## src/rtl/elpis_in_pkg.sv

```systemverilog
// elpis_in_pkg: shared defaults, core word width and handshake FSM encoding for the Elpis input port
package elpis_in_pkg;
  localparam int DATA_W_DEF = 16;
  localparam int DEPTH_DEF = 4;
  localparam int CORE_W = 32;
  typedef enum logic {IDLE = 1'b0, ACK = 1'b1} state_t;
endpackage

```

## src/rtl/elpis_in_if.sv

```systemverilog
// elpis_in_if: external 4-phase source side plus core IN-instruction side of the Elpis input port
interface elpis_in_if
  import elpis_in_pkg::*;
#(
  parameter int DATA_W = DATA_W_DEF,
  parameter int DEPTH = DEPTH_DEF
);
  logic [DATA_W-1:0] io_data_i;
  logic io_strobe_i;
  logic io_ack_o;
  logic core_in_req_i;
  logic core_in_valid_o;
  logic [CORE_W-1:0] core_in_data_o;
  logic [$clog2(DEPTH):0] fifo_count_o;
  logic overflow_o;
  modport master (
    output io_data_i, io_strobe_i, core_in_req_i,
    input io_ack_o, core_in_valid_o, core_in_data_o, fifo_count_o, overflow_o
  );
  modport slave (
    input io_data_i, io_strobe_i, core_in_req_i,
    output io_ack_o, core_in_valid_o, core_in_data_o, fifo_count_o, overflow_o
  );
endinterface

```

## src/rtl/elpis_sync2.sv

```systemverilog
// elpis_sync2: two-flop synchronizer with asynchronous active-high reset to 0
module elpis_sync2 (
  input  logic clk,
  input  logic rst,
  input  logic d,
  output logic q
);
  logic m;
  always_ff @(posedge clk or posedge rst)
    if (rst) {q, m} <= 2'b00;
    else {q, m} <= {m, d};
endmodule

```

## src/rtl/elpis_in_port.sv

```systemverilog
// elpis_in_port: 4-phase asynchronous input capture into a show-ahead FIFO popped by the core.
// Define ELPIS_IN_SIGN_EXT_EN to sign-extend entries to 32 bits (default zero-extends).
module elpis_in_port
  import elpis_in_pkg::*;
#(
  parameter int DATA_W = DATA_W_DEF,
  parameter int DEPTH = DEPTH_DEF
) (
  input logic wb_clk_i,
  input logic wb_rst_i,
  elpis_in_if.slave bus
);
  localparam int AW = $clog2(DEPTH);
  logic strobe_s, edge_q, armed, rise, push, pop, full, wr_en, overflow;
  logic [1:0] warm;
  state_t state, state_n;
  logic [DATA_W-1:0] mem [DEPTH];
  logic [AW-1:0] wr_ptr, rd_ptr;
  logic [AW:0] count;
  logic [DATA_W-1:0] head;
  elpis_sync2 u_sync (.clk(wb_clk_i), .rst(wb_rst_i), .d(bus.io_strobe_i), .q(strobe_s));
  // the synchronizer reads 0 straight out of reset, so arming waits until it holds a real strobe sample
  always_ff @(posedge wb_clk_i or posedge wb_rst_i)
    if (wb_rst_i) begin
      edge_q <= 1'b0;
      warm <= 2'b00;
      armed <= 1'b0;
    end else begin
      edge_q <= strobe_s;
      warm <= {warm[0], 1'b1};
      armed <= armed | (warm[1] & ~strobe_s);
    end
  assign rise = armed & strobe_s & ~edge_q;
  always_ff @(posedge wb_clk_i or posedge wb_rst_i)
    if (wb_rst_i) state <= IDLE;
    else state <= state_n;
  always_comb begin
    push = (state == IDLE) && rise;
    state_n = push ? ACK : ((state == ACK) && !strobe_s) ? IDLE : state;
  end
  assign full = count == (AW+1)'(DEPTH);
  assign pop = bus.core_in_req_i && count != '0;
  assign wr_en = push && (!full || pop);
  always_ff @(posedge wb_clk_i or posedge wb_rst_i)
    if (wb_rst_i) begin
      for (int i = 0; i < DEPTH; i++) mem[i] <= '0;
      wr_ptr <= '0;
      rd_ptr <= '0;
      count <= '0;
      overflow <= 1'b0;
    end else begin
      if (wr_en) mem[wr_ptr] <= bus.io_data_i;
      wr_ptr <= wr_ptr + AW'(wr_en);
      rd_ptr <= rd_ptr + AW'(pop);
      count <= count + (AW+1)'(wr_en) - (AW+1)'(pop);
      overflow <= overflow | (push & full & ~pop);
    end
  assign head = mem[rd_ptr];
  assign bus.io_ack_o = state == ACK;
  assign bus.core_in_valid_o = count != '0;
  assign bus.fifo_count_o = count;
  assign bus.overflow_o = overflow;
`ifdef ELPIS_IN_SIGN_EXT_EN
  assign bus.core_in_data_o = CORE_W'(signed'(head));
`else
  assign bus.core_in_data_o = CORE_W'(head);
`endif
endmodule

```

## src/flat_wrapper.sv

```systemverilog
// flat-port wrapper written by rule: the top's interface ports become plain ports
module elpis_in_port_flat import elpis_in_pkg::*;
#(
  parameter int DATA_W = DATA_W_DEF,
  parameter int DEPTH = DEPTH_DEF
)
  (wb_clk_i, wb_rst_i, bus_io_data_i, bus_io_strobe_i, bus_core_in_req_i, bus_io_ack_o, bus_core_in_valid_o, bus_core_in_data_o, bus_fifo_count_o, bus_overflow_o);
  elpis_in_if #(.DATA_W(DATA_W), .DEPTH(DEPTH)) bus_i ();
  input logic wb_clk_i;
  input logic wb_rst_i;
  input wire logic [$bits(bus_i.io_data_i)-1:0] bus_io_data_i;
  input wire logic [$bits(bus_i.io_strobe_i)-1:0] bus_io_strobe_i;
  input wire logic [$bits(bus_i.core_in_req_i)-1:0] bus_core_in_req_i;
  output wire logic [$bits(bus_i.io_ack_o)-1:0] bus_io_ack_o;
  output wire logic [$bits(bus_i.core_in_valid_o)-1:0] bus_core_in_valid_o;
  output wire logic [$bits(bus_i.core_in_data_o)-1:0] bus_core_in_data_o;
  output wire logic [$bits(bus_i.fifo_count_o)-1:0] bus_fifo_count_o;
  output wire logic [$bits(bus_i.overflow_o)-1:0] bus_overflow_o;
  assign bus_i.io_data_i = bus_io_data_i;
  assign bus_i.io_strobe_i = bus_io_strobe_i;
  assign bus_i.core_in_req_i = bus_core_in_req_i;
  assign bus_io_ack_o = bus_i.io_ack_o;
  assign bus_core_in_valid_o = bus_i.core_in_valid_o;
  assign bus_core_in_data_o = bus_i.core_in_data_o;
  assign bus_fifo_count_o = bus_i.fifo_count_o;
  assign bus_overflow_o = bus_i.overflow_o;
  elpis_in_port #(.DATA_W(DATA_W), .DEPTH(DEPTH)) u_core (.wb_clk_i(wb_clk_i), .wb_rst_i(wb_rst_i), .bus(bus_i));
endmodule
```

## config.mk

```make
export PLATFORM = sky130hd
export DESIGN_NAME = elpis_in_port_flat
export DESIGN_NICKNAME = d
export VERILOG_FILES = /design/src/rtl/elpis_in_pkg.sv /design/src/rtl/elpis_in_if.sv /design/src/rtl/elpis_sync2.sv /design/src/rtl/elpis_in_port.sv /design/src/flat_wrapper.sv
export SDC_FILE = /design/constraint.sdc
export NUM_CORES = 1
export LEC_CHECK = 0
export CAP_MARGIN = 20
export CELL_PAD_IN_SITES_DETAIL_PLACEMENT = 1
export CELL_PAD_IN_SITES_GLOBAL_PLACEMENT = 1
export CORE_UTILIZATION = 51
export DETAILED_ROUTE_END_ITERATION = 7
export DONT_BUFFER_PORTS = 1
export GPL_TIMING_DRIVEN = 0
export PLACE_DENSITY_LB_ADDON = 0.1
export REMOVE_ABC_BUFFERS = 1
export SYNTH_ARGS = -nofsm -noshare
export SYNTH_HDL_FRONTEND = slang
export SYNTH_SLANG_ARGS = --single-unit
```

## constraint.sdc

```tcl
create_clock -name wb_clk_i -period 3 [get_ports wb_clk_i]
set_input_delay 0.45 -clock wb_clk_i [delete_from_list [all_inputs] [get_ports wb_clk_i]]
set_output_delay 0.45 -clock wb_clk_i [all_outputs]
set_load 0.02 [all_outputs]
```

=== Yosys cells after proc, flatten, opt, wreduce, memory -nomap -nowiden ===
Index checks and enable logic that the tools add are counted.

* Add/sub/neg operators: 4
* $mul: 0
* Divide/modulo/power cells: 0
* $lt $le $gt $ge: 3
* Equal/unequal tests: 1
* Shifts and indexed selects: 0
* Muxes and demuxes: 8
* Bitwise logic cells: 13
* Reductions and logical operators: 10

{| class="wikitable"
|+ Operator list
! operator !! number
|-
| $bwmux W64 || 1
|-
| $mux W16 || 3
|-
| $bmux W16 S2 || 1
|-
| $demux W16 S2 || 1
|-
| $ge A3 B3 Y1 const B || 2
|-
| $not A2 Y3 || 2
|-
| $and A1 B1 Y1 || 5
|-
| $logic_and A1 B1 Y1 || 5
|-
| $add A2 B1 Y2 || 2
|-
| $not A1 Y1 || 4
|-
| $add A3 B1 Y3 || 1
|-
| $eq A3 B3 Y1 const B || 1
|-
| $lt A3 B1 Y1 const B || 1
|-
| $reduce_bool A3 Y1 || 1
|-
| $sub A3 B1 Y3 || 1
|-
| $logic_not A1 Y1 || 2
|-
| $mux W1 || 2
|-
| $or A1 B1 Y1 || 2
|-
| $reduce_bool A2 Y1 || 1
|-
| $logic_or A1 B1 Y1 || 1
|}

* Flip-flop bits (word level): 79
* Latch bits: 0
* RAM bits: 0
* Memory bits (read-only): 0
* Input bits: 20
* Output and inout bits: 38
* Memories kept: 0

=== Depth between registers and ports, before layout ===
Gate-level depths: netlist of run 1.

* Word-level depth: 6
* Mapped depth: 7
* Depth with buffers taken out: 7

=== Hierarchy ===
From an unflattened synthesis of run 1, not the netlist that was laid out.

* Cells, all modules: 220
* Area, all modules: 3565.9 um2

{| class="wikitable"
|+ By module, submodules not included
! module !! times used !! cells each !! area an instance (um2) !! seq. area each (um2)
|-
| elpis_in_port || 1 || 217 || 3512.1 || 1926.8
|-
| elpis_sync2 || 1 || 3 || 53.8 || 50.0
|}

=== Least setup slack after synthesis of run 1 ===
Ideal clock, no wire load.

* Kind: reg2reg
* Start point: register u_core.count[0], in the netlist u_core.bus.fifo_count_o[0]
* End point: register u_core.count[2], in the netlist u_core.bus.fifo_count_o[2]
* Arrival: 2208 ps
* Required time: 2920 ps
* Path slack: 712 ps
* Stages on the path, launching flop included: 8
* Clock period less this slack: 2288 ps
* Path through: dfrtp_1 -> or4b_4 -> buf_6 -> and2_2 -> ha_1 -> fa_1 -> xnor2_1 -> xnor2_1

* Word-level cells in the longest chain between the ends: 6
* Elaborated cells on any way between the ends: 8
* Those cells by class: add/sub: 2; eq/ne: 1; reduce/logical: 5

{| class="wikitable"
|+ Ends and longest elaborated chain
! item !! line !! source
|-
| start, declared || elpis_in_port.sv:19 || <nowiki>logic [AW:0] count;</nowiki>
|-
| start signal, assigned || elpis_in_port.sv:55 || <nowiki>count <= count + (AW+1)'(wr_en) - (AW+1)'(pop);</nowiki>
|-
| $eq A3 B3 Y1 or $reduce_bool A3 Y1 (tied branches) || elpis_in_port.sv:41, elpis_in_port.sv:42 ||
|-
| $logic_not A1 Y1 or $logic_and A1 B1 Y1 (tied branches) || elpis_in_port.sv:43, elpis_in_port.sv:42 ||
|-
| $logic_or A1 B1 Y1 || elpis_in_port.sv:43 || <nowiki>assign wr_en = push && (!full || pop);</nowiki>
|-
| $logic_and A1 B1 Y1 || elpis_in_port.sv:43 ||
|-
| $add A3 B1 Y3 || elpis_in_port.sv:55 ||
|-
| $sub A3 B1 Y3 (*) || elpis_in_port.sv:55 ||
|}

Every way passes the cells marked *; elsewhere a longest branch is shown, timed or not.
A chain may end at the register's enable or synchronous reset.

=== Final worst setup path of run 1 ===
* Start point: register u_core.rd_ptr[0]
* End point: output bus_core_in_data_o[2]

* Word-level cells in the longest chain between the ends: 4

{| class="wikitable"
|+ Ends and longest elaborated chain
! item !! line !! source
|-
| start, declared || elpis_in_port.sv:18 || <nowiki>logic [AW-1:0] wr_ptr, rd_ptr;</nowiki>
|-
| start signal, assigned || elpis_in_port.sv:54 || <nowiki>rd_ptr <= rd_ptr + AW'(pop);</nowiki>
|-
| $not A2 Y3 (implied by the code) || elpis_in_port.sv:58 || <nowiki>assign head = mem[rd_ptr];</nowiki>
|-
| $bmux W16 S2 || elpis_in_port.sv:58 ||
|-
| $mux W16 (implied by the code) (2 in a row) || elpis_in_port.sv:58 ||
|-
| end, declared || flat_wrapper.sv:16 || <nowiki>output wire logic [$bits(bus_i.core_in_data_o)-1:0] bus_core_in_data_o;</nowiki>
|}

Every way passes these cells. The select of a mux whose other input is x is not followed.

==> results of run 1 <==
flip-flops by register name (all words and copies together) (netlist names):
name / count
u_core.mem: 64
u_core.bus.fifo_count_o: 3
u_core.rd_ptr: 2
u_core.warm: 2
u_core.wr_ptr: 2
u_core.armed: 1
u_core.bus.io_ack_o: 1
u_core.bus.overflow_o: 1
u_core.edge_q: 1
u_core.u_sync.m: 1
u_core.u_sync.q: 1
cells by family (layout without fill, tap and decap cells):
| family | after synthesis | after routing | synth area share, % |
|---|---|---|---|
| compound gates | 2 | 2 | 0.3385 |
| xor+xnor | 5 | 5 | 1.185 |
| fa+ha+maj | 3 | 3 | 1.219 |
| buf+inv | 30 | 20 | 6.567 |
| flops | 79 | 79 | 53.49 |
| mux | 81 | 81 | 32.57 |
| other cells | 2 | 17 | 0.2032 |
| simple gates | 15 | 15 | 4.435 |
path summary, 6_finish.rpt:
check                                                           from                              endpoint  slack (ns)
worst max register to register  u_core.bus.fifo_count_o[0]$_DFF_PP0_  u_core.bus.fifo_count_o[2]$_DFF_PP0_        0.63
worst min register to register             u_core.u_sync.m$_DFF_PP0_             u_core.u_sync.q$_DFF_PP0_        0.35
worst max-delay path                      u_core.rd_ptr[0]$_DFF_PP0_                 bus_core_in_data_o[2]        0.63
min in group asynchronous                                   wb_rst_i                u_core.armed$_DFF_PP0_        0.20
worst min-delay path                                 bus_io_strobe_i             u_core.u_sync.m$_DFF_PP0_        0.13
max in group asynchronous                                   wb_rst_i            u_core.mem[17]$_DFFE_PP0P_        2.19
layout make-up:
cell class | count | share of cell area, %
well taps | 96 | 3.091
repair buffers | 1 | 0.7083
inverters | 4 | 0.4507
multi-input cells | 123 | 39.44
clock inverters | 4 | 1.803
flip-flops and latches | 79 | 50.87
clock buffers | 11 | 3.638
through the flow:
step | hold WS, ns | total power, uW | utilization [%] | std cells
3_5_place_dp | 0.3435 | 3677 | 53.21 | 303
4_1_cts | 0.1159 | 4545 | 56.27 | 318
2_1_floorplan | 0.3312 | 3309 | - | 206
5_1_grt | 0.1046 | 4735 | 56.27 | 318
3_3_place_gp | 0.3326 | 3512 | 52.77 | 302
6_report | 0.1331 | 4471 | 56.27 | 318
report_power, final:
part	switching (uW)	internal (uW)
sequential	428	1560
combinational	705	943
clock	353	484
layer usage:
| layer | wire, um | part of all wire (%) | vias to the layer above | global-route usage [%] |
|---|---|---|---|---|
| met5 | 0 | 0 | - | 0 |
| met4 | 111 | 1.7 | 0 | 7.601 |
| met3 | 344 | 5.2 | 12 | 5.308 |
| met2 | 3309 | 50 | 50 | 32.28 |
| met1 | 2819 | 43 | 898 | 25.53 |
| li1 | - | - | 741 | - |
cells in the final DEF (no fill, tap or decap):
cell type and n:
or2_2 2, mux2_2 34, ha_1 2, nor2_1 2
xnor2_1 4, and2_2 1, and2b_2 1, mux2_4 30
conb_1 17, nand4_4 1, fa_1 1, inv_1 3
nand2_1 1, nand3_4 1, clkinv_2 2, or3_1 1
a21oi_1 1, or4b_4 1, a21o_1 1, bufinv_16 2
xor2_1 1, buf_16 1, mux4_2 16, clkbuf_8 10
and4bb_2 1, inv_4 1, clkbuf_1 1, mux2i_1 1
dfrtp_1 79, nand3_1 1, nand4b_4 2
worst max-delay path: cells and delay by family, from the launching register on:
kind                   cells  cell delay, ns
buffers and inverters      1            0.23
flip-flops                 1            0.74
multiplexers               1            0.60
==> flow_summary.toml, run 1 <==
[setup_path]
max_stage_delay_ns = 0.74
critical_path.slowest_cell = "dfrtp_1"
worst_ep_arrival_time_ns = 1.92
worstPathCellList = "buf_16 > mux4_2"
critical_path_class = "reg2out"
worstSetupStartpointType = "register"
critPathMaxFanout = 10
cp.required_ns = 2.55
worst_setup_path_end_kind = "primary output"
r2r.worst_path.cells = 6

[final_layout]
fin_nets = 241
fillers = 654
drive_gt1_share_pct = 47.75
register_area_um2 = 1977
diodes = 0
multiInputGateArea_um2 = 1533
final_area_um2 = 3886
syn_to_final_growth_pct = 5.146

[clocking]
cts_max_path_buffers = 2
cts.sinks = 79
post_cts_resized = 0
cts_tree = "done"
cts.clk_slew.worst_paths_ns = 0.07
clkLatencyLatePin_ns = 0.34
cts_setup_buffers = 0
cts_buffers = 9
root_buffer = "clkbuf_8"
htreeDepth = 3
cts_hold_buffers = 0

[detailed_routing]
drc = 0
drt_first_pass_iters = 3
wl_per_cell_um = 20.70
ant_nets = 0
routed_wl_um = 6584
vias = 1701
drt_iter0_drc = 70
avgViaCountPerCell = 5.349

[synthesis]
ys_types = 31
synth_common_cells = "dfrtp_1 (79), mux2_2 (34), mux2_4 (30)"
synth_area_um2 = 3696
synth_async_sr_flop_share_pct = 100.0
synth_top_area_share_pct = 53.49
ys_top_cells_by_area = "dfrtp_1 (53%), mux2_4 (12%), mux2_2 (10%), mux4_2 (9.7%), buf_4 (3.5%)"
ys_warn_count = 0
syn_inst = 217
synth_area_leader_cell = "dfrtp_1"
syn_avg_cell_area_um2 = 17.03
synth_edf_count = 0
synth_ff_type = "dfrtp_1"
ys_ff_latch = 79
synth_seq_area_share_pct = 53.49
yosysMostFrequentCell = "dfrtp_1"

[placed_design]
numPortBuffers = 0
hpwl_um = 4222
place_area_um2 = 3675
place.gp.congestion = 0.6659
dp_slack_ns = 0.6243

[sta]
setup_tns_ns = 0
slew_violations = 0
min_period_over_period_pct = 78.96
hold_violations = 0
setup-violations-final = 0
grt_setup_unrepaired = "false"
tightest_slew_ns = 0.9607
fin_skew_ns = 0.005647
max_freq_mhz = 422.2
fin_crit_ns = 2.369
max_slew_margin_pct = 35.95
layout_setup_ws_ns = 0.6312

[pwr]
ir_drop_mv = 0.6447
power.density_nw_per_um2 = 1150
p_leak_uw = 0.001820

[floorplanning]
num_rows = 30
ios = 58
fp.dieH_um = 87.13
fp.coreArea_um2 = 6907
die_area_um2 = 7592
start_util_pct = 53.51
die_w_um = 87.13

[global_route]
grt.total_usage_pct = 19.82
antenna_found_initial = 0
grt_pass1_wl_um = 10880
grt_max_degree = 80
overflow = 0
first_global_vias = 1953

[worst_hold_path]
hold_path_depth = 0
hp-class = "in2reg"

[run_status]
status = "finished, final reports clean"

[job]
cap_violations = 0
Note: power is estimated with default switching activity, not from simulation.
==> run 2, diff against run 1 <==
clock period = 2.4 ns   (was 3 ns; I/O delays follow)
==> run 2 against run 1 <==
  * Global-route usage is the same
  * Register-to-register slack lost 0.47 ns
  * Setup slack lost 0.51 ns
  * Die area is the same
  * Final cell count grew 0.31%
  * Sequential cell count is the same
==> flow_summary.toml, run 2 (synthesis results as in run 1) <==
[detailed_routing]
avgViaCountPerCell = 5.351
wl_per_cell_um = 20.75
routed_wl_um = 6619
vias = 1707
ant_nets = 0
drc = 0
drt_first_pass_iters = 6
drt_iter0_drc = 74

[run_status]
status = "finished, final reports clean"

[final_layout]
drive_gt1_share_pct = 48.43
diodes = 0
fillers = 656
layout_common_cells = "dfrtp_1 (78), mux2_2 (34), mux2_4 (30), conb_1 (17), mux4_2 (16)"
layout_commonest_cell = "dfrtp_1"
fin_nets = 242
regMostFlops = "u_core.mem"
largest_reg_flops = 64
syn_to_final_growth_pct = 5.383
final_util_pct = 56.39

[floorplanning]
ios = 58
num_rows = 30
die_w_um = 87.13
start_util_pct = 53.51
fp.coreArea_um2 = 6907
die_area_um2 = 7592
fp.dieH_um = 87.13

[setup_path]
critPathMaxFanout = 10
worst_setup_path_end_kind = "primary output"
cp.required_ns = 2.04
critical_path_class = "reg2out"
worstSetupStartpointType = "register"
worst_ep_arrival_time_ns = 1.92

[sta]
layout_setup_ws_ns = 0.1169
hold_violations = 0
slew_violations = 0
fin_crit_ns = 2.283
max_freq_mhz = 438.0
max_slew_margin_pct = 35.67
hold-worst-slack_ns = 0.03751
setup-violations-final = 0
fin_skew_ns = 0.006138
tightest_slew_ns = 0.9650
grt_setup_unrepaired = "false"
min_period_over_period_pct = 95.13

[clocking]
cts_max_path_buffers = 2
cts_tree = "done"
cts.clk_slew.worst_paths_ns = 0.07
cts.sinks = 79
root_buffer = "clkbuf_8"
clkLatencyLatePin_ns = 0.35
cts_buffers = 9
htreeDepth = 3

[pwr]
finalPower_uw = 5604
ir_drop_mv = 0.8054
power.density_nw_per_um2 = 1439
p_leak_uw = 0.001823

[worst_hold_path]
hp-class = "in2reg"

[global_route]
grt_pass1_wl_um = 10880
overflow = 0
antenna_found_initial = 0
grt_max_degree = 80
first_global_vias = 1953
grt.total_usage_pct = 19.82

[placed_design]
hpwl_um = 4222
place.gp.congestion = 0.6659
numPortBuffers = 0
dp_slack_ns = 0.02433

[job]
cap_violations = 0
[run 2: cell types whose count changed in the layout (fill, tap and decap cells not counted), sizes merged]
cell  before  now
buf        1    2
[run 2: cell type report]
cell class	count	area, um^2	share of cell area [%]
inverters	4	17.52	0.4497
flip-flops and latches	79	1978	50.79
clock inverters	4	70.07	1.799
clock buffers	11	141.4	3.630
well taps	96	120.1	3.084
repair buffers	2	35.03	0.8995
multi-input cells	123	1533	39.35
[run 2: power breakdown]
group          internal (uW)  switching [uW]  total, uW
clock network            605             447       1050
registers               1950             538       2490
logic                   1180             881       2060
[run 2: routing by layer]
metal	up-vias	global-route usage [%]	routed length, um
met4	0	7.601	114
met2	52	32.28	3332
met1	900	25.53	2819
met3	13	5.308	352
li1	742	-	-
met5	-	0	0
[run 2: stage by stage]
step | TNS, ns | instances | cell area [um^2]
floorplan | 0 | 206 | 3525
global placement | -39.12 | 302 | 3645
detailed placement | 0 | 303 | 3675
CTS | 0 | 318 | 3886
global route | 0 | 319 | 3895
finish | 0 | 319 | 3895
[run 2: worst paths after layout]
path | start | to | slack, ns | cells after the start
setup / recovery | u_core.rd_ptr[0]$_DFF_PP0_ | bus_core_in_data_o[2] | 0.12 | 2
max in group asynchronous | wb_rst_i | u_core.bus.fifo_count_o[0]$_DFF_PP0_ | 1.63 | 1
setup reg to reg | u_core.bus.fifo_count_o[0]$_DFF_PP0_ | u_core.bus.fifo_count_o[2]$_DFF_PP0_ | 0.16 | 7
hold reg to reg | u_core.u_sync.m$_DFF_PP0_ | u_core.u_sync.q$_DFF_PP0_ | 0.36 | 0
hold / removal | bus_io_strobe_i | u_core.u_sync.m$_DFF_PP0_ | 0.04 | 0
min in group asynchronous | wb_rst_i | u_core.armed$_DFF_PP0_ | 0.10 | 1
[run 2: critical path, stage by stage (launching register included)]
cell and delay (ns):
dfrtp_1 0.74, buf_16 0.23, mux4_2 0.60
[run 2: repair_timing]
item / CTS / global route
hold buffers: 0 / 0
gates resized for setup: 0 / 1
buffers inserted: 0 / 1
setup endpoints to repair: 0 / 1
==> run 3, diff against run 2 <==
PLACE_DENSITY = 0.83   (was default)
PLACE_DENSITY_LB_ADDON = default   (was 0.1)
==> run 3 against run 2 <==
  * Critical path depth is 4 higher
  * Global-route usage is 0.34 points higher
  * Register-to-register slack lost 0.03 ns
  * Sequential share of layout area is 0.081 points lower
  * Routed wire length fell by 0.50%
  * Combinational power about the same
  * Worst hold slack got worse by 0.0025 ns
  * Clock-buffer cell count fell by 1
  * Maximum frequency rose by 0.76%
  * Die area stayed put
  * Power is 2.9% lower
==> flow_summary.toml, run 3 (synthesis results as in run 1) <==
[run_status]
status = "finished, final reports clean"

[setup_path]
critPathLaunch = "u_core.bus.fifo_count_o[0]$_DFF_PP0_"
critPathMaxFanout = 5
worstPathCellList = "or4b_4 > and2_2 > ha_1 > fa_1 > xnor2_1 > xnor2_1"
worst_ep_arrival_time_ns = 2.54
crit_top_cell = "xnor2_1"
max_stage_delay_ns = 0.58
cp.required_ns = 2.67
critical_path.slowest_cell = "or4b_4"
worst_setup_path_end_kind = "register"
r2r-start = "u_core.bus.fifo_count_o[0]$_DFF_PP0_"
worstSetupStartpointType = "register"
critical_path_class = "reg2reg"

[global_route]
first_global_vias = 2000
grt.total_usage_pct = 20.17
antenna_found_initial = 0
grt_max_degree = 53
grt_pass1_wl_um = 11010
overflow = 0

[final_layout]
final_area_um2 = 3899
register_area_um2 = 1977
final_util_pct = 56.45
fillers = 662
regMostFlops = "u_core.mem"
syn_to_final_growth_pct = 5.484
diodes = 0
layout_commonest_cell = "dfrtp_1"
layout_common_cells = "dfrtp_1 (79), mux2_2 (34), mux2_4 (30), conb_1 (17), mux4_2 (16)"
largest_reg_flops = 64
multiInputGateArea_um2 = 1538
drive_gt1_share_pct = 49.12
fin_nets = 244

[clocking]
root_buffer = "clkbuf_8"
clkLatencyLatePin_ns = 0.35
cts_buffers = 9
cts_tree = "done"
cts.sinks = 79
htreeDepth = 3
cts.clk_slew.worst_paths_ns = 0.08
cts_max_path_buffers = 2

[sta]
min_period_over_period_pct = 94.41
slew_violations = 0
fin_skew_ns = 0.006832
fin_crit_ns = 2.266
setup-violations-final = 0
hold_violations = 0
max_slew_margin_pct = 42.83
max_freq_mhz = 441.3
tightest_slew_ns = 0.8575
setup_tns_ns = 0
layout_setup_ws_ns = 0.1342
grt_setup_unrepaired = "false"

[placed_design]
hpwl_um = 4317
place_area_um2 = 3702
place.gp.congestion = 0.7362
dp_slack_ns = 0.03682
numPortBuffers = 0

[floorplanning]
fp.dieH_um = 87.13
die_area_um2 = 7592
start_util_pct = 53.51
ios = 58
num_rows = 30
die_w_um = 87.13
fp.coreArea_um2 = 6907

[detailed_routing]
avgViaCountPerCell = 5.394
wl_per_cell_um = 20.45
routed_wl_um = 6586
drt_iter0_drc = 50
m1WireLength_um = 2966
wl_met2_um = 3245
drt_first_pass_iters = 4
maxUsedRoutingLayer = "met4"
vias = 1737
drc = 0
ant_nets = 0
met3_length_um = 261

[pwr]
ir_drop_mv = 0.6077
finalPower_uw = 5444
p_leak_uw = 0.001825
power.density_nw_per_um2 = 1396

[worst_hold_path]
hold_start = "bus_io_strobe_i"
hp-class = "in2reg"

[job]
cap_violations = 0
==> run 3: worst paths after layout <==
path	end	slack, ns	depth (start not counted)
max	u_core.bus.fifo_count_o[2]$_DFF_PP0_	0.13	6
min	u_core.u_sync.m$_DFF_PP0_	0.04	0
max reg2reg	u_core.bus.fifo_count_o[2]$_DFF_PP0_	0.13	6
min reg2reg	u_core.u_sync.q$_DFF_PP0_	0.35	0
max in group asynchronous	u_core.bus.fifo_count_o[0]$_DFF_PP0_	1.36	3
min in group asynchronous	u_core.mem[6]$_DFFE_PP0P_	0.48	2
==> run 3: final cells by class <==
class	instances	share of cell area [%]
Clock buffer	10	3.530
Clock inverter	6	0.9307
Inverter	4	0.4493
Multi-Input combinational cell	123	39.44
Sequential cell	79	50.71
Tap cell	96	3.081
Timing Repair Buffer	4	1.861
==> run 3: routing by layer <==
metal	up-vias	GRT usage, %
met3	10	3.981
li1	750	-
met5	-	0
met4	0	8.942
met1	935	27.41
met2	42	31.71
==> run 3: timing repair <==
item | CTS | global route
hold endpoints to repair | 27 | 0
setup endpoints to repair | 0 | 1
hold buffers | 1 | 0
resized for setup | 0 | 1
buffers inserted | 0 | 1
==> run 3: worst max-delay path, delay by kind of cell (launching register included) <==
kind          cells  cell delay (ns)
simple gates      2             0.78
fa+ha+maj         2             0.59
flops             1             0.50
xor+xnor          2             0.32
==> run 3: metrics by stage <==
step                      std cells  hold slack, ns
final                           322         0.03502
after global routing            322         0.01372
after CTS                       321         0.01788
after detailed placement        304          0.2446
after global placement          302          0.3314
after floorplan                 206          0.3312
==> run 3: report_power, final <==
part	switching [uW]	total, uW	internal, uW
Combinational	889	2080	1190
Sequential	528	2470	1950
Clock	487	886	398
